===== src/rtl/led_frame_scheduler.sv =====
// led_frame_scheduler: double-buffered 8x8 frame store between the snake game
// logic and the LED matrix scan driver. Game logic draws into the back buffer;
// a commit swaps buffers on a scan-frame boundary, then the new front is copied
// into the back buffer so drawing can continue incrementally.
// Optional build macro: LED_TEST_PATTERN_EN adds a test_mode input that
// replaces the row outputs with an inverting checkerboard.
module led_frame_scheduler #(
  parameter int SCAN_CYCLES = 72
) (
  input  logic       clk,
  input  logic       reset,
`ifdef LED_TEST_PATTERN_EN
  input  logic       test_mode,
`endif
  input  logic       wr_valid,
  output logic       wr_ready,
  input  logic [2:0] wr_x,
  input  logic [2:0] wr_y,
  input  logic       wr_data,
  input  logic       clr_req,
  input  logic       commit,
  output logic       busy,
  output logic       frame_tick,
  output logic [7:0] swap_count,
  output logic [7:0] row1,
  output logic [7:0] row2,
  output logic [7:0] row3,
  output logic [7:0] row4,
  output logic [7:0] row5,
  output logic [7:0] row6,
  output logic [7:0] row7,
  output logic [7:0] row8
);

  localparam logic [7:0] LAST_CNT = 8'(SCAN_CYCLES - 1);

  typedef enum logic [1:0] {IDLE, CLEAR, WAIT, COPY} state_t;

  state_t                 state, state_next;
  logic [2:0]             row_idx, row_idx_next;
  logic [7:0]             cnt;
  logic                   front_sel;
  logic                   back_sel;
  logic [1:0][7:0][7:0]   mem;
  logic [7:0][7:0]        row_q;
  logic [7:0][7:0]        row_next;
  logic [7:0]             swaps;
  logic                   wr_fire;
  logic                   swap_now;

  assign back_sel   = ~front_sel;
  assign frame_tick = (cnt == LAST_CNT);
  assign wr_ready   = reset && (state == IDLE) && !clr_req;
  assign wr_fire    = wr_valid && wr_ready;
  assign swap_now   = (state == WAIT) && frame_tick;
  assign busy       = (state != IDLE);
  assign swap_count = swaps;

  assign row1 = row_q[0];
  assign row2 = row_q[1];
  assign row3 = row_q[2];
  assign row4 = row_q[3];
  assign row5 = row_q[4];
  assign row6 = row_q[5];
  assign row7 = row_q[6];
  assign row8 = row_q[7];

  // Free-running scan frame counter, aligned with the scan driver after reset.
  always_ff @(posedge clk) begin
    if (!reset) cnt <= '0;
    else if (frame_tick) cnt <= '0;
    else cnt <= cnt + 8'd1;
  end

  // State and row index registers; reset drops any pending commit.
  always_ff @(posedge clk) begin
    if (!reset) begin
      state   <= IDLE;
      row_idx <= '0;
    end else begin
      state   <= state_next;
      row_idx <= row_idx_next;
    end
  end

  // Next-state logic: commit beats clear, busy states ignore requests.
  always_comb begin
    state_next   = state;
    row_idx_next = row_idx;
    case (state)
      IDLE: begin
        row_idx_next = '0;
        if (commit) state_next = WAIT;
        else if (clr_req) state_next = CLEAR;
      end
      CLEAR, COPY: begin
        row_idx_next = row_idx + 3'd1;
        if (row_idx == 3'd7) state_next = IDLE;
      end
      WAIT: begin
        if (frame_tick) begin
          state_next   = COPY;
          row_idx_next = '0;
        end
      end
      default: state_next = IDLE;
    endcase
  end

  // Frame buffers: pixel writes, row clearing, swap and post-swap copy.
  always_ff @(posedge clk) begin
    if (!reset) begin
      mem       <= '0;
      front_sel <= 1'b0;
    end else begin
      if (wr_fire) mem[back_sel][wr_y][3'd7 - wr_x] <= wr_data;
      case (state)
        CLEAR:   mem[back_sel][row_idx] <= '0;
        WAIT:    if (frame_tick) front_sel <= ~front_sel;
        COPY:    mem[back_sel][row_idx] <= mem[front_sel][row_idx];
        default: ;
      endcase
    end
  end

  // Completed swap counter, wraps naturally at 8 bits.
  always_ff @(posedge clk) begin
    if (!reset) swaps <= '0;
    else if (swap_now) swaps <= swaps + 8'd1;
  end

`ifdef LED_TEST_PATTERN_EN
  logic pat_phase;
  logic pat_next;

  assign pat_next = pat_phase ^ frame_tick;

  // Checkerboard phase, inverted on every frame boundary.
  always_ff @(posedge clk) begin
    if (!reset) pat_phase <= 1'b0;
    else pat_phase <= pat_next;
  end
`endif

  // Row source: on the swap edge take the outgoing back buffer so the new frame shows at cnt 0.
  always_comb begin
    row_next = '0;
    for (int i = 0; i < 8; i++) begin
      row_next[i] = swap_now ? mem[back_sel][i] : mem[front_sel][i];
`ifdef LED_TEST_PATTERN_EN
      if (test_mode) row_next[i] = (pat_next ^ i[0]) ? 8'h55 : 8'hAA;
`endif
    end
  end

  // Registered row outputs to the scan driver.
  always_ff @(posedge clk) begin
    if (!reset) row_q <= '0;
    else row_q <= row_next;
  end

endmodule


===== config.mk =====
export PLATFORM = sky130hd
export DESIGN_NAME = led_frame_scheduler
export DESIGN_NICKNAME = d
export VERILOG_FILES = /design/src/rtl/led_frame_scheduler.sv
export SDC_FILE = /design/constraint.sdc
export NUM_CORES = 1
export LEC_CHECK = 0
export BUFFER_PORTS_ARGS = -buffer_cell sky130_fd_sc_hd__buf_2
export CORE_MARGIN = 3
export CORE_UTILIZATION = 41
export CTS_CLUSTER_DIAMETER = 60
export CTS_CLUSTER_SIZE = 8
export DETAILED_ROUTE_END_ITERATION = 10
export GPL_TIMING_DRIVEN = 0
export SLEW_MARGIN = 25
export SYNTH_ARGS = -nofsm -noshare
export SYNTH_HDL_FRONTEND = slang
export SYNTH_SLANG_ARGS = --single-unit

===== constraint.sdc =====
create_clock -name clk -period 2.5 [get_ports clk]
set_input_delay 0.25 -clock clk [delete_from_list [all_inputs] [get_ports clk]]
set_output_delay 0.25 -clock clk [all_outputs]
set_load 0.03 [all_outputs]

Word-level counts from Yosys, hierarchy flattened
Cells that the tools add are included.
Widths: inputs -> output; s select.
{"block": "totals", "latch_bits": 0, "ram_bits": 0, "wordCells": 105, "romBits": 0, "out_inout_bits": 75, "reg_bits": 214, "n_memories": 0}
{"block": "classes", "n_bitwise": 4, "reduce_logical": 15, "eq_ne": 8, "mux": 36, "n_div": 0, "addsub": 4, "n_shift": 0, "multipliers": 0, "n_lt_le_gt_ge": 9}
{"cell": "$mux 64", "n": 6}
{"cell": "$bwmux 128", "n": 2}
{"cell": "$mux 128", "n": 2}
{"cell": "$pmux 128 s2", "n": 1}
{"cell": "$and 128x128->128", "n": 1}
{"cell": "$demux 64 s1", "n": 2}
{"cell": "$not 128->128", "n": 1}
{"cell": "$mux 8", "n": 11}
{"cell": "$demux 8 s3", "n": 2}
{"cell": "$bmux 8 s3", "n": 1}
{"cell": "$add 8x1->8 const B", "n": 2}
{"cell": "$lt 3x4->1 const B", "n": 3}
{"cell": "$ge 3x1->1 const B", "n": 3}
{"cell": "$pmux 3 s3", "n": 1}
{"cell": "$eq 8x7->1 const B", "n": 1}
{"cell": "$logic_and 1x1->1", "n": 8}
{"cell": "$mux 2", "n": 4}
{"cell": "$pmux 2 s3", "n": 1}
{"cell": "$eq 2x2->1 const B", "n": 2}
{"cell": "$lt 1x2->1 const B", "n": 2}
{"cell": "$ne 2x2->1 const B", "n": 2}
{"cell": "$reduce_or 2->1", "n": 2}
{"cell": "$add 3x1->3 const B", "n": 1}
{"cell": "$demux 1 s3", "n": 1}
{"cell": "13 further kinds", "n": 14}

Logic depth before layout (Yosys ltp)
{"block": "logic_depth", "depth_word": 14, "depth_mapped": 9, "depth_no_buf": 7}

Worst setup path before layout
No wires, ideal clock.
{"block": "synth_timing", "path_type": "reg2reg", "from": "register cnt[0]", "to": "register swaps[7] (netlist: swap_count[7])", "synth_period_minus_slack_ps": 2068, "path_buffers": 1, "path_stages_with_launch": 9, "t_arrival_ps": 1999, "setup_slack_ps": 432, "cell_sequence": "dfxtp_1 > ha_1 > nand4bb_1 > or2_2 > clkbuf_1 > inv_2 > nand3_1 > or3_1 > a21oi_1"}
{"block": "synth_between", "elab_chain_len": 2}
{"item": "start, declared", "line": "41", "text": "logic [7:0] cnt;"}
{"item": "start signal, assigned", "line": "72", "text": "else cnt <= cnt + 8'd1;"}
{"item": "$eq 8x7->1", "line": "52", "text": "assign frame_tick = (cnt == LAST_CNT);"}
{"item": "net frame_tick", "line": "23", "text": "output logic frame_tick,"}
{"item": "$logic_and 1x1->1", "line": "55", "text": "assign swap_now = (state == WAIT) && frame_tick;"}
{"item": "end signal, assigned", "line": "129", "text": "else if (swap_now) swaps <= swaps + 8'd1;"}
{"item": "end, declared", "line": "47", "text": "logic [7:0] swaps;"}
The timed path passes the listed nets, and every way through them passes these cells.
A chain may end at the register's enable or synchronous reset.

Final worst setup path
{"block": "layout_timing", "from": "register front_sel", "to": "register mem[64] (netlist bit)"}
{"block": "layout_between", "elab_chain_len": 10, "word_cells_on_any_way": 19}
{"item": "start, declared", "line": "42", "text": "logic front_sel;"}
{"item": "start signal, assigned", "line": "119", "text": "WAIT: if (frame_tick) front_sel <= ~front_sel;"}
{"item": "$not 1->1", "line": "51", "text": "assign back_sel = ~front_sel;"}
{"item": "$lt 1x2->1 (not written as such) / $ge 1x1->1 (equally long branches)", "line": "116, 118, 120"}
{"item": "$logic_and 1x1->1 (not written as such)", "line": "116, 118, 120"}
{"item": "$mux 64 (not written as such)", "line": "116", "text": "if (wr_fire) mem[back_sel][wr_y][3'd7 - wr_x] <= wr_data;"}
{"item": "$demux 64 s1", "line": "116"}
{"item": "$bwmux 128", "line": "116"}
{"item": "$mux 128", "line": "116"}
{"item": "$mux 128", "line": "112", "text": "if (!reset) begin"}
{"item": "$bwmux 128 / $and 128x128->128 (equally long branches)"}
{"item": "$pmux 128 s2 *", "line": "117", "text": "case (state)"}
{"item": "end signal, assigned by index", "line": "116"}
{"item": "end signal, assigned by index", "line": "120", "text": "COPY: mem[back_sel][row_idx] <= mem[front_sel][row_idx];"}
{"item": "end, declared", "line": "44", "text": "logic [1:0][7:0][7:0] mem;"}
Mark *: on every way between the ends. The rest lies on a longest branch, timed or not. The select of a mux whose other input is x is not followed.

==> metrics.txt <==
CORE AREA 0.0254 sq mm; Inst Count DP roughly 1.6k; worst hold path class in2reg; Die Wd 168 um; Synth Instances ~1.2k; Power, Total about 0.008 W; DRC Markers 0; post-synthesis cell type count 56; final WL between 40,000 and 50,000 um; Top FF cell, synth dfxtp_1; root buf cell clkbuf_16; beginning of the worst register-to-register path front_sel$_SDFFE_PN0P_; largest family of logic cells by synthesized area simple AND/OR/NAND/NOR gates; clock slew at reported path FFs around 0.050 ns; Post-Synth Adder-Cell Area 0.468%; Synth Area in Simple Gates between 10% and 20%; violated checks setup timing; Max Fanout on Critical Path 10; synth warn 0; total CTS buffers 34; Reg2Reg Capture Point mem[64]$_SDFF_PN0_; H-tree Lvls 2; mapped cell area approximately 0.011 sq mm; Slew HR approximately a quarter; Max stage delay on crit path 0.43 ns; Avg Inst Size Synth 8.92 sq um; WL met1 18,100 um; first-pass GRT wire length approximately 66,000 um; clock sink count ~210; post-synth top area cell dfxtp_1; mux cell area share after synthesis between 15 and 20%; RD Place Congestion between 1 and 1.5; Achievable Freq approximately 400 MHz; pre-CTS WS -0.600 ns; final setup fails 2; largest cells by area after synthesis dfxtp_1, mux2i_1, nand2_1, o22ai_1, a21oi_2; asr flop ratio synth 0%; LEAKAGE between 5 and 6 nW; hold path depth 3; Post-synth EDFFs 0; worst-path cell chain buf_6 > buf_2 > clkbuf_4 > mux2i_1 > a22oi_1 > nand3_1 > o22ai_1; unrepaired setup endpoints after global routing yes; Min Hold Slack between 0.06 and 0.07 ns; antenna violations before repair 1; DIE AREA approximately 0.028 sq mm; vias in the first global route 9,898; Hold-fix buffers, CTS 0; overall die height approximately 170 um; path depth of the worst reg2reg path 7; Crit Path Class reg2reg; routed vias/inst 6.26; Final Hold Viols 0; skew final approximately 0.019 ns; Peak supply drop roughly 0.50 mV; fraction of synthesized cell area taken by the top area cell type between 40% and 50%; period utilization 101%; setup ws final -0.0145 ns; layout cells sized above 1 between 20% and 30%; Post-synth top cells nand2_1, dfxtp_1, mux2i_1, o22ai_1, clkbuf_1; nets@finish around 1.4k; Routed Antenna Nets 0; CTS tree built; Crit path max-delay family buffers and inverters; met3 wire length 4930 um; Max Cap Viol 0; Starting Density 42.1%; post-layout util between 50% and 60%; P&R area growth vs syn 21.4%; Cell Pwr Density between 600 and 700 mW/mm^2; largest net degree at the start of global routing 11; hold path start clr_req; final cell count without fillers approximately 1.7k; most instantiated library cell after synthesis nand2_1; routed wl met2 about 19,000 um; critical path required time around 2.9 ns; via count roughly 10k; grt total ovfl 0; worst path arrival time around 2.9 ns; Ports between 80 and 90; Post-Synth XOR/XNOR Area 1.24%; sequential-to-total area share from yosys stat about two fifths; Synth Register Bits roughly 210; Post-DP HPWL approximately 31,000 um; clock period minus worst slack 2.51 ns; DR WL/cell 27.0 um; r2r setup slk -0.01 ns; Compound-Gate Fraction of Synth Area between 15 and 20%; WHS Endpoint state[0]$_SDFFE_PN0P_; Worst setup EP type flip-flop; CP max-delay cell clkbuf_4; Top Metal Used met4; first-iteration detailed-routing DRC count about 1.4k; gr usage total 31.1%; row cnt 58; status finished with violations; Port Buf Inserts 81; Synth Net Count about 1.2k; Least-Margin Pin Slew ~1.1 ns; worst-skew pair later-pin latency ~0.5 ns; Slew Limit Fails 0; CP Buf/Inv Count 3; clk buf depth 3; drt first pass iters 5; startpoint types flip-flop
## report_power, final
part | switching (W) | internal (W)
logic | 0.000347 | 0.000117
registers | 0.00000772 | 0.00343
clock network | 0.00159 | 0.00250
total | 0.00194 | 0.00604
## cell type report
type | instances | area (sq um)
Fill cell | 2410 | 12400
Multi-Input combinational cell | 893 | 6170
Sequential cell | 214 | 4280
Clock buffer | 36 | 890
Timing Repair Buffer | 103 | 598
Buffer | 88 | 596
Tap cell | 330 | 413
Clock inverter | 4 | 32.5
Inverter | 2 | 7.51
Antenna cell | 1 | 2.50
## state kept, by name, summed over array words and instances (netlist names)
signal,cells
row2,8
row5,8
row3,8
swap_count,8
mem,128
state,2
row_idx,3
row7,8
row6,8
row8,8
row4,8
row1,8
front_sel,1
cnt,8
## metrics by stage
step / setup TNS, ns / instance area, sq um
2_1_floorplan: 0 / 10700
3_3_place_gp: -65.67 / 11500
3_5_place_dp: -39.68 / 11700
4_1_cts: -0.00110 / 12900
5_1_grt: -0.00921 / 13000
6_report: -0.0153 / 13000
## worst min-delay path, delay by kind of cell
| family | cells | cell delay [ns] |
|---|---|---|
| AO/OA/AOI/OAI | 1 | 0.07 |
| buffers and inverters | 1 | 0.11 |
| AND/OR/NAND/NOR | 1 | 0.09 |
## how the worst max path moves through the flow
| stage | from | end | slack (ns) | cells after the start |
|---|---|---|---|---|
| CTS | row_idx[2]$_SDFFE_PN0P_ | mem[112]$_SDFF_PN0_ | -0.001 | 6 |
| finish | front_sel$_SDFFE_PN0P_ | mem[64]$_SDFF_PN0_ | -0.01 | 7 |
| global route | row_idx[0]$_SDFFE_PN0P_ | mem[68]$_SDFF_PN0_ | -0.009 | 7 |
| global placement | state[0]$_SDFFE_PN0P_ | mem[26]$_SDFF_PN0_ | -0.77 | 7 |
| detailed placement | row_idx[0]$_SDFFE_PN0P_ | mem[28]$_SDFF_PN0_ | -0.60 | 9 |
| floorplan | cnt[0]$_SDFF_PP0_ | swap_count[7]$_SDFFE_PN0P_ | 0.43 | 8 |
## kinds of logic (layout without fill, tap and decap cells)
logic type	Yosys count	in the layout
other	0	1
buffers and inverters	92	233
flip-flops	214	214
multiplexers	181	181
XOR/XNOR	13	13
AO/OA/AOI/OAI	242	242
AND/OR/NAND/NOR	453	453
adder cells (fa/ha/maj)	4	4
## per-layer routing
metal	vias up	GRT usage, %
met5	-	0
met4	0	17.8
met3	209	6.92
met2	726	46.6
met1	4923	41.4
li1	4598	-
## layout by cell type (no fill, tap or decap), types with 4 or more instances in the layout
cell and n:
nand2_1 265, dfxtp_1 214, mux2i_1 165, o22ai_1 101
buf_2 88, a21oi_2 45, clkbuf_1 42, nand3_1 40
nor2_1 36, clkbuf_16 35, a21oi_1 28, buf_6 20
buf_4 20, o32ai_1 14, nand4_1 13, or2_2 12
mux4_2 11, clkbuf_8 10, and3_1 10, nand2b_1 9
or3_1 9, o21ai_0 9, xor2_1 9, o21ai_2 8
a32oi_1 7, o21ai_4 6, and3b_1 6, nor3_2 6
nor2b_1 6, a22oi_1 6, clkbuf_2 5, nor3_4 5
nor3_1 4, nor3b_1 4, mux2i_2 4, o221ai_1 4
## timing repair
item	4_1_cts	5_1_grt
setup endpoints to repair	164	102
setup buffers	12	0
gates resized for setup	57	20
endpoints found under the hold margin	0	0
pin swaps	7	1
No activity file was read; power rests on OpenSTA's default activity.
